[src/rtl/fifo_pkg.sv]
// Shared FIFO helpers: Gray/binary conversion and the default pointer width.
// Latency: none, pure functions and constants.
// Backpressure: not applicable.
package fifo_pkg;

  // Default log2 depth, shared by the write- and read-side controllers.
  localparam int ADDR_WIDTH_DFLT = 4;

  // Functions work on a wide word; callers zero-extend in and truncate out,
  // which keeps them usable for any pointer width up to GW bits.
  localparam int GW = 32;
  typedef logic [GW-1:0] gword_t;

  function automatic gword_t bin2gray(input gword_t b);
    return b ^ (b >> 1);
  endfunction

  // Each binary bit is the XOR of all Gray bits at or above it.
  function automatic gword_t gray2bin(input gword_t g);
    gword_t b;
    b = '0;
    for (int i = 0; i < GW; i++) begin
      b[i] = ^(g >> i);
    end
    return b;
  endfunction

endpackage

[src/rtl/fifo_wptr_full_if.sv]
// Write-side bundle between the FIFO write client/read domain and the pointer controller.
// Latency: none, wiring only.
// Backpressure: wfull gates writes; wen tells the memory which requests landed.
interface fifo_wptr_full_if #(
  parameter int ADDR_WIDTH = fifo_pkg::ADDR_WIDTH_DFLT
);
  logic                  winc;
  logic                  wovf_clr;
  logic [ADDR_WIDTH:0]   rptr;
  logic [ADDR_WIDTH-1:0] waddr;
  logic                  wen;
  logic [ADDR_WIDTH:0]   wptr;
  logic                  wfull;
  logic                  walmost_full;
  logic [ADDR_WIDTH:0]   wlevel;
  logic                  wovf;

  // Client / environment side.
  modport master (
    output winc, wovf_clr, rptr,
    input  waddr, wen, wptr, wfull, walmost_full, wlevel, wovf
  );

  // Controller side.
  modport slave (
    input  winc, wovf_clr, rptr,
    output waddr, wen, wptr, wfull, walmost_full, wlevel, wovf
  );
endinterface

[src/rtl/fifo_wptr_full_sync_r2w.sv]
// Two-flop synchroniser bringing the Gray read pointer into wclk.
// Latency: 2 wclk edges.
// Backpressure: none, samples every cycle.
module sync_r2w #(
  parameter int W = fifo_pkg::ADDR_WIDTH_DFLT + 1
) (
  input  logic         wclk,
  input  logic         wrst_n,
  input  logic [W-1:0] rptr,
  output logic [W-1:0] wq2_rptr
);
  logic [W-1:0] rq1;

  // Two back-to-back stages; rptr is Gray so at most one bit is in flight.
  always_ff @(posedge wclk or negedge wrst_n) begin
    if (!wrst_n) begin
      rq1      <= '0;
      wq2_rptr <= '0;
    end else begin
      rq1      <= rptr;
      wq2_rptr <= rq1;
    end
  end
endmodule

[src/rtl/fifo_wptr_full.sv]
// Write-side pointer/flag controller: address, enable, Gray wptr, full/almost-full/level/overflow.
// Latency: accepted write reflected on the same edge; rptr changes reach the flags after 3 wclk edges.
// Backpressure: writes while wfull are dropped (wen=0) and latch the sticky wovf flag.
module fifo_wptr_full
  import fifo_pkg::*;
#(
  parameter int ADDR_WIDTH = ADDR_WIDTH_DFLT,
  parameter int AF_MARGIN  = 2
) (
  input  logic                wclk,
  input  logic                wrst_n,
  fifo_wptr_full_if.slave     wif
);
  localparam int A     = ADDR_WIDTH;
  localparam int PW    = ADDR_WIDTH + 1;
  localparam int DEPTH = 2 ** ADDR_WIDTH;

  logic [PW-1:0] wbin;
  logic [PW-1:0] wbin_nx;
  logic [PW-1:0] wgray_nx;
  logic [PW-1:0] wptr_q;
  logic [PW-1:0] rq2;
  logic [PW-1:0] rbin;
  logic [PW-1:0] full_cmp;
  logic [PW-1:0] fill_nx;
  logic          wen;
  logic          wfull_q;
  logic          walmost_full_q;
  logic [PW-1:0] wlevel_q;
  logic          wovf_q;

  sync_r2w #(.W(PW)) u_sync_r2w (
    .wclk     (wclk),
    .wrst_n   (wrst_n),
    .rptr     (wif.rptr),
    .wq2_rptr (rq2)
  );

  // Next pointer, its Gray form and the fill seen against the synchronised read pointer.
  always_comb begin
    wen      = wif.winc & ~wfull_q;
    wbin_nx  = wbin + PW'(wen);
    wgray_nx = PW'(bin2gray(gword_t'(wbin_nx)));
    rbin     = PW'(gray2bin(gword_t'(rq2)));
    // Full when the write pointer is exactly one lap ahead: top two Gray bits inverted.
    full_cmp = {~rq2[A:A-1], rq2[A-2:0]};
    fill_nx  = wbin_nx - rbin;
  end

  // Pointer and flag registers, all updated on the edge that accepts the write.
  always_ff @(posedge wclk or negedge wrst_n) begin
    if (!wrst_n) begin
      wbin           <= '0;
      wptr_q         <= '0;
      wfull_q        <= 1'b0;
      walmost_full_q <= 1'b0;
      wlevel_q       <= '0;
    end else begin
      wbin           <= wbin_nx;
      wptr_q         <= wgray_nx;
      wfull_q        <= (wgray_nx == full_cmp);
      walmost_full_q <= (fill_nx >= PW'(DEPTH - AF_MARGIN));
      wlevel_q       <= fill_nx;
    end
  end

  // Sticky overflow; a blocked write in the same cycle as a clear keeps it set.
  always_ff @(posedge wclk or negedge wrst_n) begin
    if (!wrst_n) begin
      wovf_q <= 1'b0;
    end else if (wif.winc && wfull_q) begin
      wovf_q <= 1'b1;
    end else if (wif.wovf_clr) begin
      wovf_q <= 1'b0;
    end
  end

  assign wif.waddr        = wbin[A-1:0];
  assign wif.wen          = wen;
  assign wif.wptr         = wptr_q;
  assign wif.wfull        = wfull_q;
  assign wif.walmost_full = walmost_full_q;
  assign wif.wlevel       = wlevel_q;
  assign wif.wovf         = wovf_q;
endmodule

[src/flat_wrapper.sv]
// flat-port wrapper written by rule: the top's interface ports become plain ports
module fifo_wptr_full_flat import fifo_pkg::*;
#(
  parameter int ADDR_WIDTH = ADDR_WIDTH_DFLT,
  parameter int AF_MARGIN  = 2
)
  (wclk, wrst_n, wif_winc, wif_wovf_clr, wif_rptr, wif_waddr, wif_wen, wif_wptr, wif_wfull, wif_walmost_full, wif_wlevel, wif_wovf);
  fifo_wptr_full_if #(.ADDR_WIDTH(ADDR_WIDTH)) wif_i ();
  input  logic wclk;
  input  logic wrst_n;
  input wire logic [$bits(wif_i.winc)-1:0] wif_winc;
  input wire logic [$bits(wif_i.wovf_clr)-1:0] wif_wovf_clr;
  input wire logic [$bits(wif_i.rptr)-1:0] wif_rptr;
  output wire logic [$bits(wif_i.waddr)-1:0] wif_waddr;
  output wire logic [$bits(wif_i.wen)-1:0] wif_wen;
  output wire logic [$bits(wif_i.wptr)-1:0] wif_wptr;
  output wire logic [$bits(wif_i.wfull)-1:0] wif_wfull;
  output wire logic [$bits(wif_i.walmost_full)-1:0] wif_walmost_full;
  output wire logic [$bits(wif_i.wlevel)-1:0] wif_wlevel;
  output wire logic [$bits(wif_i.wovf)-1:0] wif_wovf;
  assign wif_i.winc = wif_winc;
  assign wif_i.wovf_clr = wif_wovf_clr;
  assign wif_i.rptr = wif_rptr;
  assign wif_waddr = wif_i.waddr;
  assign wif_wen = wif_i.wen;
  assign wif_wptr = wif_i.wptr;
  assign wif_wfull = wif_i.wfull;
  assign wif_walmost_full = wif_i.walmost_full;
  assign wif_wlevel = wif_i.wlevel;
  assign wif_wovf = wif_i.wovf;
  fifo_wptr_full #(.ADDR_WIDTH(ADDR_WIDTH), .AF_MARGIN(AF_MARGIN)) u_core (.wclk(wclk), .wrst_n(wrst_n), .wif(wif_i));
endmodule
[config.mk]
export PLATFORM = sky130hd
export DESIGN_NAME = fifo_wptr_full_flat
export DESIGN_NICKNAME = d
export VERILOG_FILES = /design/src/rtl/fifo_pkg.sv /design/src/rtl/fifo_wptr_full_if.sv /design/src/rtl/fifo_wptr_full_sync_r2w.sv /design/src/rtl/fifo_wptr_full.sv /design/src/flat_wrapper.sv
export SDC_FILE = /design/constraint.sdc
export NUM_CORES = 1
export LEC_CHECK = 0
export ABC_AREA = 1
export CAP_MARGIN = 5
export CORE_ASPECT_RATIO = 0.75
export CORE_UTILIZATION = 52
export CTS_BUF_LIST = sky130_fd_sc_hd__clkbuf_16
export DETAILED_ROUTE_END_ITERATION = 16
export GPL_TIMING_DRIVEN = 0
export PLACE_DENSITY = 0.84
export SETUP_SLACK_MARGIN = 0.2
export SYNTH_ARGS = -nofsm -noshare
export SYNTH_HDL_FRONTEND = slang
export SYNTH_SLANG_ARGS = --single-unit
[constraint.sdc]
create_clock -name wclk -period 5.2 [get_ports wclk]
set_clock_uncertainty 0.2 [all_clocks]
set_input_delay 0.52 -clock wclk [delete_from_list [all_inputs] [get_ports wclk]]
set_output_delay 0.52 -clock wclk [all_outputs]
set_load 0.02 [all_outputs]
Word-level counts from Yosys, hierarchy flattened
Index checks and enable logic that the tools add are counted.

Bits in registers: 28. Output and inout bits: 18.

Add/sub/neg operators: 2. $lt $le $gt $ge: 1. Equality and inequality tests: 1. Multiplexer cells: 2. Bitwise logic cells: 4. Reductions and logical operators: 7.

Operators by type and width (number): parity 32 bit (5); adder 5 x 1 -> 5 bit (1); equality test 5 bit (1); greater-or-equal comparator 5 x 4 -> 1 bit (second input constant) (1); subtractor 5 bit (1); bitwise XOR 5 x 4 -> 5 bit (1); 2-to-1 mux 1 bit (2); NOT 2 bit (1); nonzero test 2 bit (1); AND 1 bit (1); logical AND 1 bit (1); NOT 1 bit (1).

Longest topological paths before layout
Depth in word-level cells: 5. Mapped depth: 16.

Hierarchy
Synthesis repeated with hierarchy kept, for this count alone.

Cell total of the unflattened synthesis: 128. Area, all modules: 1228.7 µm².

By module, submodules not included: fifo_wptr_full (times used 1, cells each 118, area each 978.4 µm², sequential area each 425.4 µm²); sync_r2w (times used 1, cells each 10, area each 250.2 µm², sequential area each 250.2 µm²).

Least setup slack after synthesis
No wires, ideal clock.

Path kind: reg-to-reg. From: register u_core.u_sync_r2w.wq2_rptr[3]. To: register u_core.walmost_full_q (netlist: u_core.wif.walmost_full). Arrival: 2.087 ns. Setup slack: 2.796 ns. Stages on the path, launching flop included: 15. Clock period less this slack: 2.404 ns. Cell sequence: dfrtp_1 -> inv_1 -> nand2_1 -> nand2_1 -> nand2_1 -> nand2_2 -> xor2_2 -> xor2_1 -> inv_1 -> ha_1 -> fa_1 -> xor2_1 -> nor2_1 -> nand3_1 -> nand2_1.

Word-level cells in the longest chain between the ends: 3.

Ends and longest elaborated chain: from (decl) (RTL line fifo_wptr_full_sync_r2w.sv:10) `output logic [W-1:0] wq2_rptr`; from (signal assigned) (RTL line fifo_wptr_full_sync_r2w.sv:21) `wq2_rptr <= rq1;`; parity 32 bit (RTL line fifo_pkg.sv:23) `b[i] = ^(g >> i);`; subtractor 5 bit (*) (RTL line fifo_wptr_full.sv:47) `fill_nx = wbin_nx - rbin;`; greater-or-equal comparator 5 x 4 -> 1 bit (*) (RTL line fifo_wptr_full.sv:62) `walmost_full_q <= (fill_nx >= PW'(DEPTH - AF_MARGIN));`; to (signal assigned) (RTL line fifo_wptr_full.sv:62); to (decl) (RTL line fifo_wptr_full.sv:28) `logic walmost_full_q;`.

Mark *: on every way between the ends. The rest lies on a longest branch, timed or not. A chain may end at the register's enable or synchronous reset.

Worst setup path in the final report
From: input port wif_winc. To: register u_core.walmost_full_q (netlist: u_core.wif.walmost_full).

Word-level cells in the longest chain between the ends: 4.

Ends and longest elaborated chain: from (decl) (RTL line flat_wrapper.sv:11) `input wire logic [$bits(wif_i.winc)-1:0] wif_winc;`; AND 1 bit (RTL line fifo_wptr_full.sv:41) `wen = wif.winc & ~wfull_q;`; adder 5 x 1 -> 5 bit (RTL line fifo_wptr_full.sv:42) `wbin_nx = wbin + PW'(wen);`; named net u_core.wbin_nx[2] (RTL line fifo_wptr_full.sv:19) `logic [PW-1:0] wbin_nx;`; subtractor 5 bit (RTL line fifo_wptr_full.sv:47); greater-or-equal comparator 5 x 4 -> 1 bit (RTL line fifo_wptr_full.sv:62).

The timed path passes the listed nets, and every way through them passes these cells.

==> flow_summary.ini <==
[grt]
track_usage_pct = 21.0
grt_pass1_vias = 852
overflow = 0
grt_max_degree = 28
antenna_found_initial = 0
grt_first_pass_wirelength_microns = 3860

[layout]
nets = 171
stdcell_area_sq_mm = 0.00162
synthToLayoutAreaGrowth_pct = 32.7
fin_cells = 178
fin_util_pct = 76.8
drive_gt1_share_pct = 8.44
diodes = 0

[status]
violations = design-rule violations
status = finished with violations

[drt]
drt_iter0_drc = 37
vias_per_cell = 4.99
routed_wl_microns = 2370
drc_errors = 1
wl_per_cell_microns = 13.3
ant_nets = 0
drtPass1Iterations = 12
vias = 888

[worst_setup_path]
required_ns = 5.15
startpoint_type = input port
r2r_cells = 14
r2r_slack_ns = 2.40
r2r-start = u_core.u_sync_r2w.wq2_rptr[3]$_DFF_PN0_
critPathKind = in2reg
crit_buf_inv = 2
worstPathArrival_ns = 2.87
setup.worst_path.end_class = flop
slowest_stage = clkdlybuf4s50_1
r2r-end = u_core.wif.walmost_full$_DFF_PN0_
crit_top_cell = ha_1
critPathTopFamily = adder cells
path_cells = clkdlybuf4s50_1, inv_1, nor2_1, ha_1, ha_1, xor2_2, ha_1, a21oi_1, nand3_1, nand3_1, nand2_1
slowest_delay_ns = 0.48
cp_max_fo = 6

[placement]
port_buffers = 26
dp_cells = 173
gp_congestion = 0.810
place_area_sq_mm = 0.00151
dp_hpwl_microns = 1780

[sta]
relSlewSlack_pct = 65.3
final_hold_viol_count = 0
period_share_pct = 56.2
setup_viol = 0
final.min_clock_period_ns = 2.92
rsz0062_at_grt = no
fin_setup_tns_ns = 0
slew_violations = 0
clock.fmax_mhz = 342
worst_slew_pin_slew_ns = 0.519

[logic_synthesis]
syn_area_sq_mm = 0.00122
yosys_register_bits = 27
yosysUniqueCellTypes = 17
synth_nets = 139
ys_seq_area_share_pct = 55.5
synth_warnings = 0
syn_avg_cell_area_sq_um = 9.90
synth_cells = 123
yosys.area.top_type_share_pct = 55.5
synthTopCellsByArea = dfrtp_1, nand2_1, ha_1
synth_top_area_cell = dfrtp_1

[die]
start_util_pct = 57.9
core_sq_mm = 0.00210
num_rows = 14
fp.dieH_microns = 43.9
pin_count = 27
dieArea_sq_mm = 0.00254
chipWidth_microns = 57.9

[flow_run]
cap_violations = 0

[clock_tree]
cts_max_level = 1
cts_sinks = 27
cts_max_path_buffers = 2
cts_root_buffer = clkbuf_16
numCtsBuffers = 3
clkTransAtPathRegs_ns = 0.06
cts_hold_buf = 0
ctsResizeCount = 0
postCtsSetupBuffers = 0
cts_tree = yes
clock_latency_ns = 0.25

[pwr]
pwr-share-comb_pct = 57.1
power.internal_w = 0.000660
ir_drop_uv = 474
leakagePower_nw = 0.815
seqPwrFrac_pct = 28.2
clock_power_share_pct = 14.7
p_per_area_mw_per_mm2 = 710
p_switching_w = 0.000486
swShare_pct = 42.4

[min_path]
hold_path.startpoint = u_core.u_sync_r2w.rq1[3]$_DFF_PN0_
hold_depth = 0
hold_end = u_core.u_sync_r2w.wq2_rptr[3]$_DFF_PN0_
hold_class = reg2reg
-- sequential cells by signal, indices dropped and copies added (netlist names) --
name and count:
u_core.wif.wptr 4, u_core.wif.walmost_full 1, u_core.u_sync_r2w.rq1 5, u_core.wbin 5, u_core.wif.wfull 1, u_core.u_sync_r2w.wq2_rptr 5, u_core.wif.wlevel 5, u_core.wif.wovf 1
-- layer usage --
metal | track usage, % | wire length, microns | vias up
met5 | 0 | 0 | -
met4 | 5.71 | 31 | 0
met3 | 5.07 | 89 | 4
met2 | 35.2 | 1210 | 22
met1 | 27.7 | 1030 | 423
li1 | - | - | 439
-- through the flow --
stage	hold WS (ns)	power (W)	setup slack, ns
after floorplan	0.0244	0.000739	2.80
after global placement	0.132	0.000944	2.15
after global routing	0.158	0.00124	2.13
after detailed placement	0.135	0.000972	2.08
after CTS	0.150	0.00115	2.30
final	0.148	0.00115	2.28
-- final cells by class --
| cell class | count | area [sq um] |
|---|---|---|
| Clock buffer | 3 | 75.1 |
| Clock inverter | 1 | 5.00 |
| Fill cell | 153 | 487 |
| Inverter | 21 | 78.8 |
| Multi-Input combinational cell | 75 | 463 |
| Sequential cell | 27 | 676 |
| Tap cell | 24 | 30.0 |
| Timing Repair Buffer | 27 | 288 |
-- power by group through the flow --
stage / Clock [W] / Combinational (W) / Sequential (W)
final: 0.000168 / 0.000655 / 0.000323
after global routing: 0.000182 / 0.000730 / 0.000332
after CTS: 0.000172 / 0.000652 / 0.000325
after detailed placement: 0 / 0.000643 / 0.000329
after global placement: 0 / 0.000622 / 0.000323
after floorplan: 0 / 0.000333 / 0.000406
-- cell usage in the layout (no fill, tap or decap), drive strengths merged --
| cell | Yosys | layout |
|---|---|---|
| buf | 0 | 1 |
| inv | 21 | 21 |
| xor2 | 8 | 8 |
| clkinv | 0 | 1 |
| clkbuf | 0 | 3 |
| a21oi | 2 | 2 |
| clkdlybuf4s50 | 0 | 26 |
| nand3 | 15 | 15 |
| dfrtp | 27 | 27 |
| and2 | 1 | 1 |
| xnor2 | 3 | 3 |
| nor2 | 6 | 6 |
| nand2 | 31 | 31 |
| o21ai | 1 | 1 |
| ha | 6 | 6 |
| nand4 | 1 | 1 |
| fa | 1 | 1 |
-- synth_stat cells, drive strengths merged --
library cell and number:
o21ai 1, xor2 8, nand3 15, nor2 6, nand2 31, dfrtp 27, ha 6, nand4 1
a21oi 2, and2 1, inv 21, fa 1, xnor2 3
-- cell families after synthesis --
kind of cell | count (synthesis) | synth area share [%]
adder cells (fa/ha/maj) | 7 | 7.81
flip-flops | 27 | 55.5
XOR/XNOR | 11 | 9.15
AO/OA/AOI/OAI | 3 | 1.23
AND/OR/NAND/NOR | 54 | 19.8
buffers and inverters | 21 | 6.47
-- worst max-delay path by stage --
stage | from | endpoint | slack [ns] | depth (start not counted)
finish | wif_winc | u_core.wif.walmost_full$_DFF_PN0_ | 2.28 | 11
global route | wif_winc | u_core.wif.walmost_full$_DFF_PN0_ | 2.13 | 11
CTS | wif_winc | u_core.wif.walmost_full$_DFF_PN0_ | 2.30 | 11
detailed placement | wif_winc | u_core.wif.wlevel[3]$_DFF_PN0_ | 2.08 | 10
global placement | wif_winc | u_core.wif.wlevel[3]$_DFF_PN0_ | 2.15 | 10
floorplan | u_core.u_sync_r2w.wq2_rptr[3]$_DFF_PN0_ | u_core.wif.walmost_full$_DFF_PN0_ | 2.80 | 14
No activity file was read; power rests on OpenSTA's default activity.
